### src/rtl/analyzer_capture_ctrl.sv
// Capture sequencer for the analyzer wave RAM: pre-trigger, wait and post-trigger phases over a circular buffer.
// Optional sample-rate prescaler is enabled with ANALYZER_CAPTURE_CTRL_DIV_EN.
module analyzer_capture_ctrl #(
    parameter int WAVE_ADDR_WIDTH = 12,
    parameter int DIGITAL_IN_NUM  = 8
) (
    input  logic                       clk,
    input  logic                       rstn,
    input  logic [DIGITAL_IN_NUM-1:0]  digital_in,
    input  logic                       start,
    input  logic                       abort,
    input  logic                       trig,
    input  logic [WAVE_ADDR_WIDTH-1:0] pre_depth,
`ifdef ANALYZER_CAPTURE_CTRL_DIV_EN
    input  logic [15:0]                sample_div,
`endif
    output logic                       busy,
    output logic                       armed,
    output logic                       done,
    output logic                       ram_wr_en,
    output logic [WAVE_ADDR_WIDTH-1:0] ram_wr_addr,
    output logic [DIGITAL_IN_NUM-1:0]  ram_wr_data,
    input  logic [WAVE_ADDR_WIDTH-1:0] rd_addr,
    output logic [WAVE_ADDR_WIDTH-1:0] ram_rd_addr,
    output logic [2:0]                 state_dbg
);

    // start/abort/trig are single-cycle level samples taken at posedge clk; a write is
    // presented on ram_wr_en/addr/data for exactly one cycle, one cycle after its tick.
    typedef enum logic [2:0] {
        S_IDLE = 3'd0,
        S_PRE  = 3'd1,
        S_WAIT = 3'd2,
        S_POST = 3'd3,
        S_DONE = 3'd4
    } state_t;

    localparam logic [WAVE_ADDR_WIDTH-1:0] ADDR_ONE = WAVE_ADDR_WIDTH'(1);

    state_t                     state;
    logic [WAVE_ADDR_WIDTH-1:0] wr_ptr;
    logic [WAVE_ADDR_WIDTH-1:0] count;
    logic [WAVE_ADDR_WIDTH-1:0] pd;
    logic [WAVE_ADDR_WIDTH-1:0] post_cnt;
    logic [WAVE_ADDR_WIDTH-1:0] start_addr;
    logic                       tick;

    assign busy      = (state == S_PRE) || (state == S_WAIT) || (state == S_POST);
    assign armed     = (state == S_WAIT);
    assign done      = (state == S_DONE);
    assign state_dbg = state;

    assign ram_rd_addr = start_addr + rd_addr;

`ifdef ANALYZER_CAPTURE_CTRL_DIV_EN
    logic [15:0] div_cnt;
    logic [15:0] div_lat;
    logic        capture_end;

    assign tick = busy && (div_cnt == 16'd0);
    // Last write tick of a capture; the prescaler must read 0 in the following DONE cycle.
    assign capture_end = tick && (((state == S_POST) && (post_cnt == ADDR_ONE)) ||
                                  ((state == S_WAIT) && trig && (pd == '1)));
`else
    assign tick = 1'b1;
`endif

    always_ff @(posedge clk or negedge rstn) begin
        if (!rstn) begin
            state       <= S_IDLE;
            wr_ptr      <= '0;
            count       <= '0;
            pd          <= '0;
            post_cnt    <= '0;
            start_addr  <= '0;
            ram_wr_en   <= 1'b0;
            ram_wr_addr <= '0;
            ram_wr_data <= '0;
`ifdef ANALYZER_CAPTURE_CTRL_DIV_EN
            div_cnt     <= '0;
            div_lat     <= '0;
`endif
        end else begin
            ram_wr_en <= 1'b0;
`ifdef ANALYZER_CAPTURE_CTRL_DIV_EN
            if (busy && !abort && !capture_end && (div_cnt != div_lat))
                div_cnt <= div_cnt + 16'd1;
            else
                div_cnt <= 16'd0;
`endif
            if (abort) begin
                state <= S_IDLE;
            end else begin
                case (state)
                    S_IDLE, S_DONE: begin
                        if (start) begin
                            wr_ptr <= '0;
                            count  <= '0;
                            // pre_depth cannot exceed DEPTH-1 at this width, so no clamp is needed.
                            pd     <= pre_depth;
                            state  <= (pre_depth != '0) ? S_PRE : S_WAIT;
`ifdef ANALYZER_CAPTURE_CTRL_DIV_EN
                            div_lat <= sample_div;
`endif
                        end
                    end
                    S_PRE: begin
                        if (tick) begin
                            ram_wr_en   <= 1'b1;
                            ram_wr_addr <= wr_ptr;
                            ram_wr_data <= digital_in;
                            wr_ptr      <= wr_ptr + ADDR_ONE;
                            count       <= count + ADDR_ONE;
                            if ((count + ADDR_ONE) == pd)
                                state <= S_WAIT;
                        end
                    end
                    S_WAIT: begin
                        if (tick) begin
                            ram_wr_en   <= 1'b1;
                            ram_wr_addr <= wr_ptr;
                            ram_wr_data <= digital_in;
                            wr_ptr      <= wr_ptr + ADDR_ONE;
                            if (trig) begin
                                start_addr <= wr_ptr - pd;
                                // DEPTH-1-pd is the bitwise complement of pd.
                                post_cnt   <= ~pd;
                                state      <= (~pd == '0) ? S_DONE : S_POST;
                            end
                        end
                    end
                    S_POST: begin
                        if (tick) begin
                            ram_wr_en   <= 1'b1;
                            ram_wr_addr <= wr_ptr;
                            ram_wr_data <= digital_in;
                            wr_ptr      <= wr_ptr + ADDR_ONE;
                            post_cnt    <= post_cnt - ADDR_ONE;
                            if (post_cnt == ADDR_ONE)
                                state <= S_DONE;
                        end
                    end
                    default: state <= S_IDLE;
                endcase
            end
        end
    end

endmodule

### config.mk
export PLATFORM = sky130hd
export DESIGN_NAME = analyzer_capture_ctrl
export DESIGN_NICKNAME = d
export VERILOG_FILES = /design/src/rtl/analyzer_capture_ctrl.sv
export SDC_FILE = /design/constraint.sdc
export NUM_CORES = 1
export LEC_CHECK = 0
export ABC_CLOCK_PERIOD_IN_PS = 3250
export BUFFER_PORTS_ARGS = -buffer_cell sky130_fd_sc_hd__buf_2
export CELL_PAD_IN_SITES_DETAIL_PLACEMENT = 2
export CELL_PAD_IN_SITES_GLOBAL_PLACEMENT = 2
export CORE_MARGIN = 1.5
export CORE_UTILIZATION = 35
export CTS_BUF_LIST = sky130_fd_sc_hd__clkbuf_16
export DETAILED_ROUTE_END_ITERATION = 16
export PLACE_DENSITY = 0.75
export RECOVER_POWER = 50
export SLEW_MARGIN = 0
export SYNTH_ARGS = -nofsm -noshare
export SYNTH_HDL_FRONTEND = slang
export SYNTH_SLANG_ARGS = --single-unit
### constraint.sdc
create_clock -name clk -period 3.25 [get_ports clk]
set_input_delay 0.4875 -clock clk [delete_from_list [all_inputs] [get_ports clk]]
set_output_delay 0.4875 -clock clk [all_outputs]
set_load 0.02 [all_outputs]
==> metrics.yaml <==
synth:
  synth_xor_area_share_pct: 7.62
  yosysSeqAreaShare_pct: 41.6
  ys_warn_count: 0
  synth_simple_gate_area_share_pct: 19.0
  synth_area_per_cell_um2: 9.25
  synth_top_family_by_area: "simple AND/OR/NAND/NOR gates"
  async_reset_ff_share_pct: 100
  synthCells: 547
  synth_fa_ha_area_share_pct: 7.47
  ys_ff_latch: 84
  synth_compound_area_share_pct: 16.1
  synth_edf_count: 0
  synthMuxAreaShare_pct: 5.32
  synth_ff_type: "dfrtp_1"
  yosys.cell_types.count: 58
  netlist_area_mm2: 0.00506
  synth_nets: 613
sta:
  hold_viol_final: 0
  final_max_slew_viol_count: 60
  setup_violations: 1
  hold-worst-slack_ps: 354
  finalClockSkew_ps: 9.94
  maxSlewHeadroom_pct: -4.38
  setup_ws_ps: -86.5
  rsz0062_at_grt: "true"
  min_period_ps: 3340
  fin_crit_sh_pct: 103
  worstMarginPinSlew_ps: 1570
  max_freq_mhz: 300
die:
  fp.dieH_um: 123
  core_mm2: 0.0140
  std_cell_rows: 43
  die_width_um: 123
  start_util_pct: 36.2
  dieArea_mm2: 0.0152
  io_pins: 76
pwr:
  power.density_mw_per_mm2: 911
  leakagePower_nw: 2.70
  worst_ir_drop_vdd_mv: 0.352
run:
  maxCapViolCount: 1
cells_and_area:
  nFillCells: 1624
  ff_latch_area_mm2: 0.00210
  multiInputGateArea_mm2: 0.00282
  final_net_count: 693
  fin_util_pct: 42.6
  area.growth.synth_to_final_pct: 17.9
  num_antenna_cells: 0
  drive_gt1_share_pct: 19.3
placed_design:
  dpl.hpwl_um: 11700
  place_congestion: 0.837
  io_buffers: 75
cts:
  numCtsBuffers: 9
  cts-root-buf: "clkbuf_16"
  cts_sinks: 84
  htreeDepth: 3
  cts.path.max_buffers: 2
  clk_latency_ps: 360
  clkSlewWorstSetupHoldPaths_ps: 80
  cts_tree: "built"
critical_path:
  max_stage_delay_ps: 460
  required_ps: 2760
  endpoint_kind: "primary output"
  startpoint: "start_addr[0]$_DFFE_PN0P_"
  cp.arrival_ps: 2850
  crit_fanout: 2
  path_buf_inv: 1
  path_class: "reg2out"
  path_cells: "ha_2 -> fa_2 -> a21o_1 -> a21oi_2 -> nor2b_1 -> o21a_1 -> o41ai_4 -> or4b_1 -> o211ai_1 -> buf_4"
  reg2reg_slack_ps: 800
  cpMaxStageDelayCell: "or4b_1"
  crit_family: "compound AO/OA/AOI/OAI gates"
  worstReg2RegStart: "wr_ptr[0]$_DFFE_PN0P_"
  worst_setup_path_start_kind: "flop"
route:
  wl_um: 15500
  vias_per_cell: 5.49
  ant_nets: 0
  drc_errors: 0
  routedWlPerCell_um: 19.1
  first_iter_violations: 115
  num_vias: 4461
  dr.pass1.iters: 4
global_routing:
  grt.met3_usage_pct: 2.44
  grt_max_degree: 60
  grt_pass1_wl_um: 25200
  antenna_found_initial: 0
  first_global_vias: 4726
  top_usage_layer: "met2"
  grt-ovfl-total: 0
  grt_use_met1_pct: 29.0
  met2_usage_pct: 37.1
  grtUsageTotal_pct: 21.8
run_status:
  violations: "capacitance limit, slew limit, setup timing"
  status: "finished with violations"
min_path:
  hold_class: "in2reg"
  hold_path.startpoint: "digital_in[6]"
-- final timing paths --
| path | cells after the start | to |
|---|---|---|
| setup reg to reg | 10 | start_addr[10]$_DFFE_PN0P_ |
| min in group asynchronous | 1 | ram_wr_data[7]$_DFFE_PN0P_ |
| setup / recovery | 10 | ram_rd_addr[10] |
| hold reg to reg | 2 | start_addr[4]$_DFFE_PN0P_ |
| hold / removal | 2 | ram_wr_data[6]$_DFFE_PN0P_ |
| max in group asynchronous | 2 | pd[0]$_DFFE_PN0P_ |
-- layer usage --
metal | share of wire (%) | up-vias
met2 | 50 | 63
met4 | 1.7 | 0
met3 | 2.4 | 14
met5 | 0 | -
li1 | - | 2103
met1 | 46 | 2281
-- logic make-up after synthesis --
group / after synthesis
XOR/XNOR: 44
multiplexers: 24
flip-flops: 84
buffers and inverters: 38
AO/OA/AOI/OAI: 129
AND/OR/NAND/NOR: 199
adder cells (fa/ha/maj): 29
-- per-stage QoR --
stage | area, um2 | setup TNS (ps) | std cells | worst slack, ps | power (mW)
after floorplan | 5060 | 0 | 547 | 166 | 3.48
after global placement | 5670 | 0 | 795 | 1.94 | 4.23
after detailed placement | 5670 | -50.4 | 795 | -50.4 | 4.38
after CTS | 5990 | -117 | 812 | -117 | 5.51
after global routing | 5960 | -204 | 812 | -204 | 5.83
final | 5960 | -86.5 | 812 | -86.5 | 5.43
-- layout by cell type, fill, tap and decap left out, drive strengths merged, types with 2 or more instances in the layout --
| cell | instances |
|---|---|
| nor3 | 19 |
| o22a | 4 |
| or2 | 3 |
| clkbuf | 31 |
| nand2 | 63 |
| dfrtp | 84 |
| nand3b | 2 |
| nand2b | 7 |
| nand4 | 7 |
| or3 | 3 |
| o211ai | 5 |
| and2 | 4 |
| xor2 | 16 |
| xnor2 | 28 |
| fa | 2 |
| nand3 | 16 |
| buf | 65 |
| o21ai | 59 |
| inv | 24 |
| nor4 | 7 |
| o31ai | 9 |
| clkinv | 3 |
| mux2 | 23 |
| nor2b | 4 |
| and3 | 8 |
| a211oi | 4 |
| o22ai | 3 |
| ha | 27 |
| nor2 | 52 |
| a31oi | 5 |
| a21oi | 21 |
| o21a | 7 |
-- worst register-to-register path: stages, from the launching register on --
cell and delay [ps]:
dfrtp_1 470, inv_1 80, ha_1 230, fa_1 420
nor2b_1 140, o21a_1 130, o21ai_0 100, a21oi_1 310
o211a_1 200, nor3_1 50, o31ai_1 210
-- Yosys cell counts (2+ instances only) --
cell type,n,area [um2]
dfrtp_1,84,2100
nand2_1,63,236
o21ai_0,57,285
nor2_1,52,195
xnor2_1,28,245
ha_1,27,338
mux2_2,23,259
a21oi_1,19,95.1
inv_1,19,71.3
nor3_1,17,85.1
nand3_1,16,80.1
xor2_1,16,140
clkbuf_1,14,52.6
o31ai_1,9,67.6
and3_1,8,50.1
nand2b_1,7,43.8
nor4_1,7,43.8
o21a_1,7,52.6
nand4_1,6,37.5
a31oi_1,5,31.3
o211ai_1,5,37.5
a211oi_1,4,30.0
nor2b_1,4,25.0
o22a_1,4,35.0
and2_1,3,18.8
o22ai_1,3,18.8
or3_1,3,18.8
buf_2,2,10.0
buf_4,2,15.0
fa_1,2,40.0
nand3b_1,2,15.0
o21ai_1,2,10.0
or2_2,2,12.5
-- what timing repair did --
item / 4_1_cts / 5_1_grt
hold buffers: 0 / 0
setup buffers: 1 / 0
resized for setup: 4 / 1
endpoints found under the setup margin: 2 / 2
-- cell type report --
| type | instances | share of cell area [%] |
|---|---|---|
| Inverter | 20 | 1.26 |
| Multi-Input combinational cell | 425 | 47.3 |
| Clock buffer | 9 | 3.78 |
| Tap cell | 180 | 3.78 |
| Clock inverter | 7 | 1.28 |
| Timing Repair Buffer | 87 | 7.32 |
| Sequential cell | 84 | 35.3 |
-- power breakdown --
group | total (mW) | internal [mW] | switching, mW
clock | 1.06 | 0.548 | 0.507
sequential | 1.77 | 1.37 | 0.400
combinational | 2.60 | 1.06 | 1.54
-- state kept, by name, indices dropped and copies added (netlist names) --
name	cells
count	12
pd	12
post_cnt	12
ram_wr_addr	12
ram_wr_data	8
ram_wr_en	1
start_addr	12
state_dbg	3
wr_ptr	12
(Power assumes the default switching activity.)
